$ cat config.mk
export PLATFORM = sky130hd
export DESIGN_NAME = trdb_packet_decoder
export DESIGN_NICKNAME = d
export VERILOG_FILES = /design/src/rtl/trdb_pkg.sv /design/src/rtl/trdb_payload_assembler.sv /design/src/rtl/trdb_packet_decoder.sv
export SDC_FILE = /design/constraint.sdc
export NUM_CORES = 1
export LEC_CHECK = 0
export CORE_ASPECT_RATIO = 0.7
export CORE_MARGIN = 3
export CORE_UTILIZATION = 35
export CTS_CLUSTER_DIAMETER = 100
export CTS_CLUSTER_SIZE = 8
export DETAILED_ROUTE_END_ITERATION = 16
export GPL_ROUTABILITY_DRIVEN = 0
export SLEW_MARGIN = 10
export SYNTH_ARGS = -nofsm -noshare
export SYNTH_HDL_FRONTEND = slang
export SYNTH_SLANG_ARGS = --single-unit
$ cat constraint.sdc
create_clock -name clk_i -period 4.7 [get_ports clk_i]
set_input_delay 0.705 -clock clk_i [delete_from_list [all_inputs] [get_ports clk_i]]
set_output_delay 0.705 -clock clk_i [all_outputs]
set_load 0.005 [all_outputs]
$ cat src/rtl/trdb_pkg.sv
// Shared trace-debug types: packet format enums and encapsulation header layout.
package trdb_pkg;

    typedef enum logic [1:0] {
        F_OPT_EXT    = 2'h0,
        F_DIFF_DELTA = 2'h1,
        F_ADDR_ONLY  = 2'h2,
        F_SYNC       = 2'h3
    } trdb_format_e;

    typedef enum logic [1:0] {
        SF_START   = 2'h0,
        SF_TRAP    = 2'h1,
        SF_CONTEXT = 2'h2,
        SF_SUPPORT = 2'h3
    } trdb_f_sync_subformat_e;

    localparam int unsigned TRDB_HDR_LEN_W  = 5;
    localparam int unsigned TRDB_HDR_TS_BIT = 7;

    // Encapsulation header byte: {ts, flow, len}
    typedef struct packed {
        logic                      ts;
        logic [1:0]                flow;
        logic [TRDB_HDR_LEN_W-1:0] len;
    } trdb_encap_hdr_t;

    // Subformat is only meaningful for F_SYNC packets
    function automatic trdb_f_sync_subformat_e trdb_decode_subformat(input logic [7:0] b);
        if (trdb_format_e'(b[1:0]) == F_SYNC) begin
            return trdb_f_sync_subformat_e'(b[3:2]);
        end
        return SF_START;
    endfunction

endpackage

$ cat src/rtl/trdb_payload_assembler.sv
// Byte-indexed payload register: cleared per packet, filled one byte per write.
module trdb_payload_assembler #(
    parameter int unsigned MAX_PAYLOAD_BYTES = 16,
    parameter int unsigned IDX_W             = 4
) (
    input  logic                           clk_i,
    input  logic                           rst_i,
    input  logic                           clr,
    input  logic                           we,
    input  logic [7:0]                     data,
    output logic [IDX_W-1:0]               idx,
    output logic [8*MAX_PAYLOAD_BYTES-1:0] payload
);

    // Clear on a new header, otherwise write the byte at idx and advance
    always_ff @(posedge clk_i or posedge rst_i) begin
        if (rst_i) begin
            idx     <= '0;
            payload <= '0;
        end else if (clr) begin
            idx     <= '0;
            payload <= '0;
        end else if (we) begin
            payload[{idx, 3'b000} +: 8] <= data;
            idx                         <= idx + IDX_W'(1);
        end
    end

endmodule

$ cat src/rtl/trdb_packet_decoder.sv
// Receive-side decoder: header + payload byte stream to one decoded packet per handshake.
module trdb_packet_decoder
    import trdb_pkg::*;
#(
    parameter int unsigned MAX_PAYLOAD_BYTES = 16,
    parameter int unsigned CNT_W             = 8
) (
    input  logic                           clk_i,
    input  logic                           rst_i,
    input  logic [7:0]                     data_i,
    input  logic                           valid_i,
    output logic                           ready_o,
    output logic                           valid_o,
    input  logic                           ready_i,
    output trdb_format_e                   packet_format_o,
    output trdb_f_sync_subformat_e         packet_f_sync_subformat_o,
    output logic [1:0]                     flow_o,
    output logic [4:0]                     payload_len_o,
    output logic [8*MAX_PAYLOAD_BYTES-1:0] payload_o,
    output logic                           err_o,
    output logic [CNT_W-1:0]               dropped_cnt_o
);

    localparam int unsigned IDX_W = (MAX_PAYLOAD_BYTES > 1) ? $clog2(MAX_PAYLOAD_BYTES) : 1;

    typedef enum logic [1:0] {
        S_IDLE,
        S_PAYLOAD,
        S_DRAIN,
        S_EMIT
    } state_e;

    state_e                    state;
    logic [TRDB_HDR_LEN_W-1:0] drain_cnt;
    logic [IDX_W-1:0]          idx;
    trdb_encap_hdr_t           hdr;
    logic                      xfer;
    logic                      hdr_err;
    logic                      last_byte;
    logic [7:0]                byte0;

    assign hdr       = trdb_encap_hdr_t'(data_i);
    assign xfer      = valid_i && ready_o;
    assign hdr_err   = hdr.ts || (hdr.len > TRDB_HDR_LEN_W'(MAX_PAYLOAD_BYTES));
    assign last_byte = (TRDB_HDR_LEN_W'(idx) == (payload_len_o - TRDB_HDR_LEN_W'(1)));
    // Byte 0 as it will be after this cycle's write, so decode can be registered with it
    assign byte0     = (idx == '0) ? data_i : payload_o[7:0];

    trdb_payload_assembler #(
        .MAX_PAYLOAD_BYTES (MAX_PAYLOAD_BYTES),
        .IDX_W             (IDX_W)
    ) u_assembler (
        .clk_i   (clk_i),
        .rst_i   (rst_i),
        .clr     ((state == S_IDLE) && xfer && !hdr_err && (hdr.len != '0)),
        .we      ((state == S_PAYLOAD) && xfer),
        .data    (data_i),
        .idx     (idx),
        .payload (payload_o)
    );

    // Packet FSM with registered handshake, decode and error outputs
    always_ff @(posedge clk_i or posedge rst_i) begin
        if (rst_i) begin
            state                     <= S_IDLE;
            ready_o                   <= 1'b0;
            valid_o                   <= 1'b0;
            err_o                     <= 1'b0;
            packet_format_o           <= F_OPT_EXT;
            packet_f_sync_subformat_o <= SF_START;
            flow_o                    <= '0;
            payload_len_o             <= '0;
            drain_cnt                 <= '0;
            dropped_cnt_o             <= '0;
        end else begin
            err_o <= 1'b0;
            case (state)
                S_IDLE: begin
                    ready_o <= 1'b1;
                    if (xfer) begin
                        if (hdr_err) begin
                            err_o     <= 1'b1;
                            drain_cnt <= hdr.len;
                            if (dropped_cnt_o != '1) begin
                                dropped_cnt_o <= dropped_cnt_o + CNT_W'(1);
                            end
                            if (hdr.len != '0) begin
                                state <= S_DRAIN;
                            end
                        end else if (hdr.len != '0) begin
                            payload_len_o <= hdr.len;
                            flow_o        <= hdr.flow;
                            state         <= S_PAYLOAD;
                        end
                    end
                end
                S_PAYLOAD: begin
                    ready_o <= 1'b1;
                    if (xfer && last_byte) begin
                        packet_format_o           <= trdb_format_e'(byte0[1:0]);
                        packet_f_sync_subformat_o <= trdb_decode_subformat(byte0);
                        valid_o                   <= 1'b1;
                        ready_o                   <= 1'b0;
                        state                     <= S_EMIT;
                    end
                end
                S_DRAIN: begin
                    ready_o <= 1'b1;
                    if (xfer) begin
                        if (drain_cnt == TRDB_HDR_LEN_W'(1)) begin
                            state <= S_IDLE;
                        end else begin
                            drain_cnt <= drain_cnt - TRDB_HDR_LEN_W'(1);
                        end
                    end
                end
                S_EMIT: begin
                    if (ready_i) begin
                        valid_o <= 1'b0;
                        ready_o <= 1'b1;
                        state   <= S_IDLE;
                    end
                end
                default: begin
                    state <= S_IDLE;
                end
            endcase
        end
    end

endmodule
==> results of run 1 <==
Yosys cell counts, drive strengths merged, types with 4 or more instances:
cell,count,area share [%]
dfrtp,161,49
a21oi,118,7.3
nand3,70,4.3
o21ai,64,3.9
o31ai,50,4.7
buf,47,3.4
clkbuf,46,2.1
nand2,42,1.9
nand4,37,2.8
nor2,23,1.1
nor3,21,1.3
mux2i,17,2.1
o211ai,15,1.4
mux2,14,2.0
and3,12,0.92
inv,10,0.46
nor4,10,1.0
ha,8,1.2
nor2b,8,0.61
xnor2,7,0.75
xor2,7,0.75
nand2b,6,0.46
a31o,5,0.54
nor4b,4,0.43
o2bb2ai,4,0.43
per-layer routing:
| layer | global-route usage, % | share of wire [%] |
|---|---|---|
| met1 | 33.7 | 49 |
| met2 | 28.9 | 41 |
| met3 | 5.55 | 9.6 |
| met4 | 4.18 | 0.74 |
| met5 | 0 | 0 |
flip-flops by register name (all words and copies together) (netlist names):
register                   flops
drain_cnt                      5
dropped_cnt_o                  8
err_o                          1
flow_o                         2
packet_f_sync_subformat_o      2
packet_format_o                2
payload_len_o                  5
ready_o                        1
state                          2
u_assembler.idx                4
u_assembler.payload          128
valid_o                        1
metrics by stage:
step           worst slack [ns]  std cells  power (W)  instance area (um2)
3_5_place_dp               1.20       1249    0.00349                 9880
5_1_grt                    1.22       1280    0.00523                10500
6_report                   1.40       1280    0.00495                10500
2_1_floorplan              1.95        850    0.00293                 8150
4_1_cts                    1.44       1280    0.00497                10500
3_3_place_gp               1.25       1249    0.00346                 9880
power breakdown:
| part | internal, W | switching [W] | total, W |
|---|---|---|---|
| combinational | 0.000550 | 0.00123 | 0.00178 |
| clock | 0.000858 | 0.000604 | 0.00146 |
| sequential | 0.00150 | 0.000214 | 0.00171 |
how the worst min path moves through the flow:
stage                                               from                              to  slack, ns  depth (start not counted)
after global routing      packet_format_o[0]$_DFFE_PP0P_  packet_format_o[0]$_DFFE_PP0P_       0.54                          1
after global placement    packet_format_o[0]$_DFFE_PP0P_  packet_format_o[0]$_DFFE_PP0P_       0.49                          1
after CTS                 packet_format_o[0]$_DFFE_PP0P_  packet_format_o[0]$_DFFE_PP0P_       0.51                          1
after detailed placement  packet_format_o[0]$_DFFE_PP0P_  packet_format_o[0]$_DFFE_PP0P_       0.50                          1
final                     packet_format_o[0]$_DFFE_PP0P_  packet_format_o[0]$_DFFE_PP0P_       0.51                          1
after floorplan                 drain_cnt[4]$_DFFE_PP0P_        drain_cnt[4]$_DFFE_PP0P_       0.48                          1
cell type report:
type,instances,area [um2]
sequential,161,4030
multi-input combinational,584,3630
timing repair buffer,180,1780
clock inverter,13,174
tap,312,390
clock buffer,18,439
fill,2161,12200
inverter,12,48.8
kinds of logic after synthesis:
| group | count (synthesis) |
|---|---|
| AOI/OAI and AO/OA | 280 |
| xor gates and xnor gates | 14 |
| adders and majority gates | 9 |
| buffers and inverters | 105 |
| DFF | 161 |
| muxes | 31 |
| and+or+nand+nor | 250 |
cells in the final DEF, fill, tap and decap left out, drive strengths merged, types with 2 or more instances in the layout:
master / Yosys / final
a21oi: 118 / 118
a31o: 5 / 5
a31oi: 2 / 2
and2: 3 / 3
and3: 12 / 12
buf: 47 / 19
bufinv: 0 / 3
clkbuf: 46 / 18
clkdlybuf4s50: 0 / 161
clkinv: 2 / 7
dfrtp: 161 / 161
ha: 8 / 8
inv: 10 / 14
mux2: 14 / 14
mux2i: 17 / 17
nand2: 42 / 42
nand2b: 6 / 6
nand3: 70 / 70
nand4: 37 / 37
nand4b: 3 / 3
nor2: 23 / 23
nor2b: 8 / 8
nor3: 21 / 21
nor4: 10 / 10
nor4b: 4 / 4
o2111ai: 3 / 3
o211ai: 15 / 15
o21a: 2 / 2
o21ai: 64 / 64
o22ai: 3 / 3
o2bb2ai: 4 / 4
o31a: 2 / 2
o31ai: 50 / 50
or2: 3 / 3
or3: 2 / 2
xnor2: 7 / 7
xor2: 7 / 7
==> metrics.cfg, run 1 <==
[run_status]
status = completed

[detailed_routing]
detail-route-antenna-nets = 0
drt_iter0_markers = 821
vias = 7308
first_pass_iters = 5
wl_per_cell_um = 20.9
routed_wl_mm = 26.7
drc = 0
avgViaCountPerCell = 5.71

[setup_path]
crit_path_start_kind = flip-flop
crit_buf_inv = 1
endpoint_kind = flip-flop
crit_family = simple AND/OR/NAND/NOR gates
crit_start = u_assembler.idx[0]$_DFFE_PP0P_
reg2reg_depth = 5
cpMaxStageDelayCell = dfrtp_1
reg2reg_from = u_assembler.idx[0]$_DFFE_PP0P_
critPathArrivalTime_ns = 3.64
worstReg2RegEnd = u_assembler.payload[103]$_DFFE_PP0P_
critical_path.endpoint = u_assembler.payload[103]$_DFFE_PP0P_
reg2reg_slack_ns = 1.40
critical_path.max_fanout = 27
worstPathRequired_ns = 5.04
path_depth = 5
criticalPathCategory = flip-flop to flip-flop
slowest_delay_ns = 0.86
path_cells = clkinv_1 -> ha_1 -> or3_1 -> nor3_1 -> mux2i_1

[pwr]
leakage_nw = 4.24
power_density_mw_per_mm2 = 472
peakVddDrop_uv = 288

[global_routing]
grt-ovfl-total = 0
antenna_found_initial = 0
grt_pass1_wl_mm = 42.0
grt_use_total_pct = 21.3
grt_start_max_net_pins = 162
grt_pass1_vias = 7086

[final_layout]
fin_util_pct = 46.2
antenna_cells = 0
drive_gt1_share_pct = 8.47
num-nets-final = 976
syn2layout_area_growth_pct = 28.9

[synth]
synth_xor_area_share_pct = 1.51
synthAdderAreaFrac_pct = 1.35
yosys.area_share.simple_pct = 16.6
ys_dominant_reg_cell = dfrtp_1
synth_area_per_cell_um2 = 9.58
synthesis.area_mm2 = 0.00814
synth-edff-count = 0
yosys_warnings = 0
synth_compound_gate_area_share_pct = 20.9
synth_cell_types = 69
synth_top_family_by_area = compound AO/OA/AOI/OAI gates
synthCells = 850
muxShareOfSynthArea_pct = 4.07
async_flop_share_pct = 100
synth.ff_latch_count = 161
yosysSeqAreaShare_pct = 49.5
syn_nets = 870

[floorplanning]
design.die.area_mm2 = 0.0252
die_y_um = 134
num_rows = 46
core_mm2 = 0.0227
die_x_um = 188
start_util_pct = 35.8
io_pins = 162

[sta]
drv_slew = 0
period_minus_slack_ns = 3.30
fin_tns_setup_ns = 0
maxClockFrequency_ghz = 0.303
worstMarginPinSlew_ns = 1.00
fin_hold_ws_ns = 0.511
setup_viol = 0
skew_ns = 0.0114
final_hold_viol_count = 0
rsz0062_at_grt = false
period_share_pct = 70.1
maxSlewHeadroom_pct = 33.1

[cts]
ctsHoldBuffers = 0
clock_sink_count = 161
cts_buffers = 17
cts_root_buffer = clkbuf_16
post_cts_resized = 0
htreeDepth = 4
post_cts_buffers = 0
clk_latency_ns = 0.43
path_clk_slew_ns = 0.07
cts_tree = yes
clk_path_buf_depth = 2

[placed_design]
dp.final_hpwl_mm = 17.9
portBuffers = 161

[min_path]
min_path_type = flip-flop to flip-flop

[run]
drv_cap = 0

Note: power is estimated with default switching activity, not from simulation.
==> run 2, diff against run 1 <==
Clock period 4.7 ns to 3.36 ns, I/O delays scaled along.
==> run 2 against run 1 <==
Count of clock-buffer cells in the layout stayed put. Hold slack got worse by 0.047 ns. Clock skew shrank 0.0028 ns. Global-route usage rose by 0.16 points. Worst setup slack got worse by 0.68 ns. First-iteration DRC count down 5.0%. Die area unchanged. Routed wire length grew 0.74%. Register-to-register slack worse by 0.68 ns. Cell area is 1.6% higher. Largest cell class unchanged. Largest power group unchanged.
==> metrics.cfg, run 2 (synthesis gave the netlist of run 1 again) <==
[run_status]
status = completed

[final_layout]
antenna_cells = 0
largest_reg_flops = 128
nFillCells = 2143
syn2layout_area_growth_pct = 30.9
final_cell_mix = dfrtp_1, clkdlybuf4s50_1, a21oi_1, nand3_1, o21ai_0
drive_gt1_share_pct = 10.2
regMostFlops = u_assembler.payload
fin_util_pct = 46.9
num-nets-final = 994
reg_top3 = u_assembler.payload x128, dropped_cnt_o x8

[cts]
post_cts_resized = 0
cts_root_buffer = clkbuf_16
clock_sink_count = 161
cts_tree = yes
cts_buffers = 17
path_clk_slew_ns = 0.07
post_cts_buffers = 0
clk_latency_ns = 0.44
htreeDepth = 4
ctsHoldBuffers = 0
clk_path_buf_depth = 2

[global_routing]
grt-ovfl-total = 0
grt_pass1_wl_mm = 42.4
grtUsageMet3_pct = 4.42
grt_use_met1_pct = 34.9
grt_use_met2_pct = 29.0
grt_pass1_vias = 7120
antenna_found_initial = 0
grt_start_max_net_pins = 87
grt_use_total_pct = 21.4
grt.busiest_layer = met1

[detailed_routing]
vias = 7379
wl_per_cell_um = 20.7
avgViaCountPerCell = 5.68
detail-route-antenna-nets = 0
routed_wl_mm = 26.9
drt_iter0_markers = 780
first_pass_iters = 5
drc = 0

[pwr]
peakVddDrop_uv = 716
leakage_nw = 4.33
power_density_mw_per_mm2 = 659

[placed_design]
portBuffers = 161
dp_slack_ns = 0.631
dp.final_hpwl_mm = 18.5

[sta]
drv_slew = 0
rsz0062_at_grt = false
worstMarginPinSlew_ns = 0.986
fin_tns_setup_ns = 0
setup_viol = 0
maxSlewHeadroom_pct = 34.2
layout_setup_ws_ns = 0.721
period_share_pct = 78.5
final_hold_viol_count = 0
maxClockFrequency_ghz = 0.379
fin_hold_ws_ns = 0.464
skew_ns = 0.00861
period_minus_slack_ns = 2.64

[floorplanning]
start_util_pct = 35.8
die_y_um = 134
num_rows = 46
die_x_um = 188
design.die.area_mm2 = 0.0252
core_mm2 = 0.0227
io_pins = 162

[setup_path]
endpoint_kind = flip-flop
slowest_delay_ns = 0.57
crit_family = compound AO/OA/AOI/OAI gates
critical_path.max_fanout = 14
worstPathRequired_ns = 3.66
crit_path_start_kind = flip-flop
critPathArrivalTime_ns = 2.94
path_cells = inv_1 -> ha_1 -> or2_2 -> a21oi_2 -> o21ai_0 -> mux2i_1
criticalPathCategory = flip-flop to flip-flop
cpMaxStageDelayCell = dfrtp_1
crit_buf_inv = 1

[min_path]
min_path_type = input port to async pin

[run]
drv_cap = 0

run 2: metrics by stage:
stage	total power (W)	cell area [um2]	std cells
floorplan	0.00410	8150	850
global placement	0.00498	10100	1267
detailed placement	0.00501	10100	1267
CTS	0.00703	10700	1299
global route	0.00742	10700	1299
finish	0.00703	10700	1299
run 2: worst paths after layout:
check	cells after the start	slack, ns	start	end
max in group asynchronous	4	2.10	rst_i	u_assembler.payload[14]$_DFFE_PP0P_
min reg2reg	1	0.51	packet_f_sync_subformat_o[1]$_DFFE_PP0P_	packet_f_sync_subformat_o[1]$_DFFE_PP0P_
max	6	0.72	u_assembler.idx[1]$_DFFE_PP0P_	u_assembler.payload[20]$_DFFE_PP0P_
min	2	0.46	rst_i	u_assembler.payload[109]$_DFFE_PP0P_
min in group clk_i	1	0.51	packet_f_sync_subformat_o[1]$_DFFE_PP0P_	packet_f_sync_subformat_o[1]$_DFFE_PP0P_
max reg2reg	6	0.72	u_assembler.idx[1]$_DFFE_PP0P_	u_assembler.payload[20]$_DFFE_PP0P_
run 2: routing by layer:
layer  wire length [um]  up-vias  part of all wire [%]
met1              13800     3664                    51
met3               1870       17                   6.9
li1                   -     3398                     -
met2              11000      300                    41
met5                  0        -                     0
met4                227        0                  0.84
run 2: layout make-up:
type | instances | area (um2) | area share, %
flip-flops and latches | 161 | 4030 | 37.8
repair buffers | 198 | 1950 | 18.3
inverters | 12 | 48.8 | 0.458
multi-input cells | 584 | 3630 | 34.1
well taps | 312 | 390 | 3.66
clock buffers | 18 | 439 | 4.12
clock inverters | 14 | 168 | 1.57
run 2: where the power goes:
group          internal, W  switching (W)
sequential         0.00210       0.000252
combinational     0.000851        0.00181
clock              0.00114       0.000871
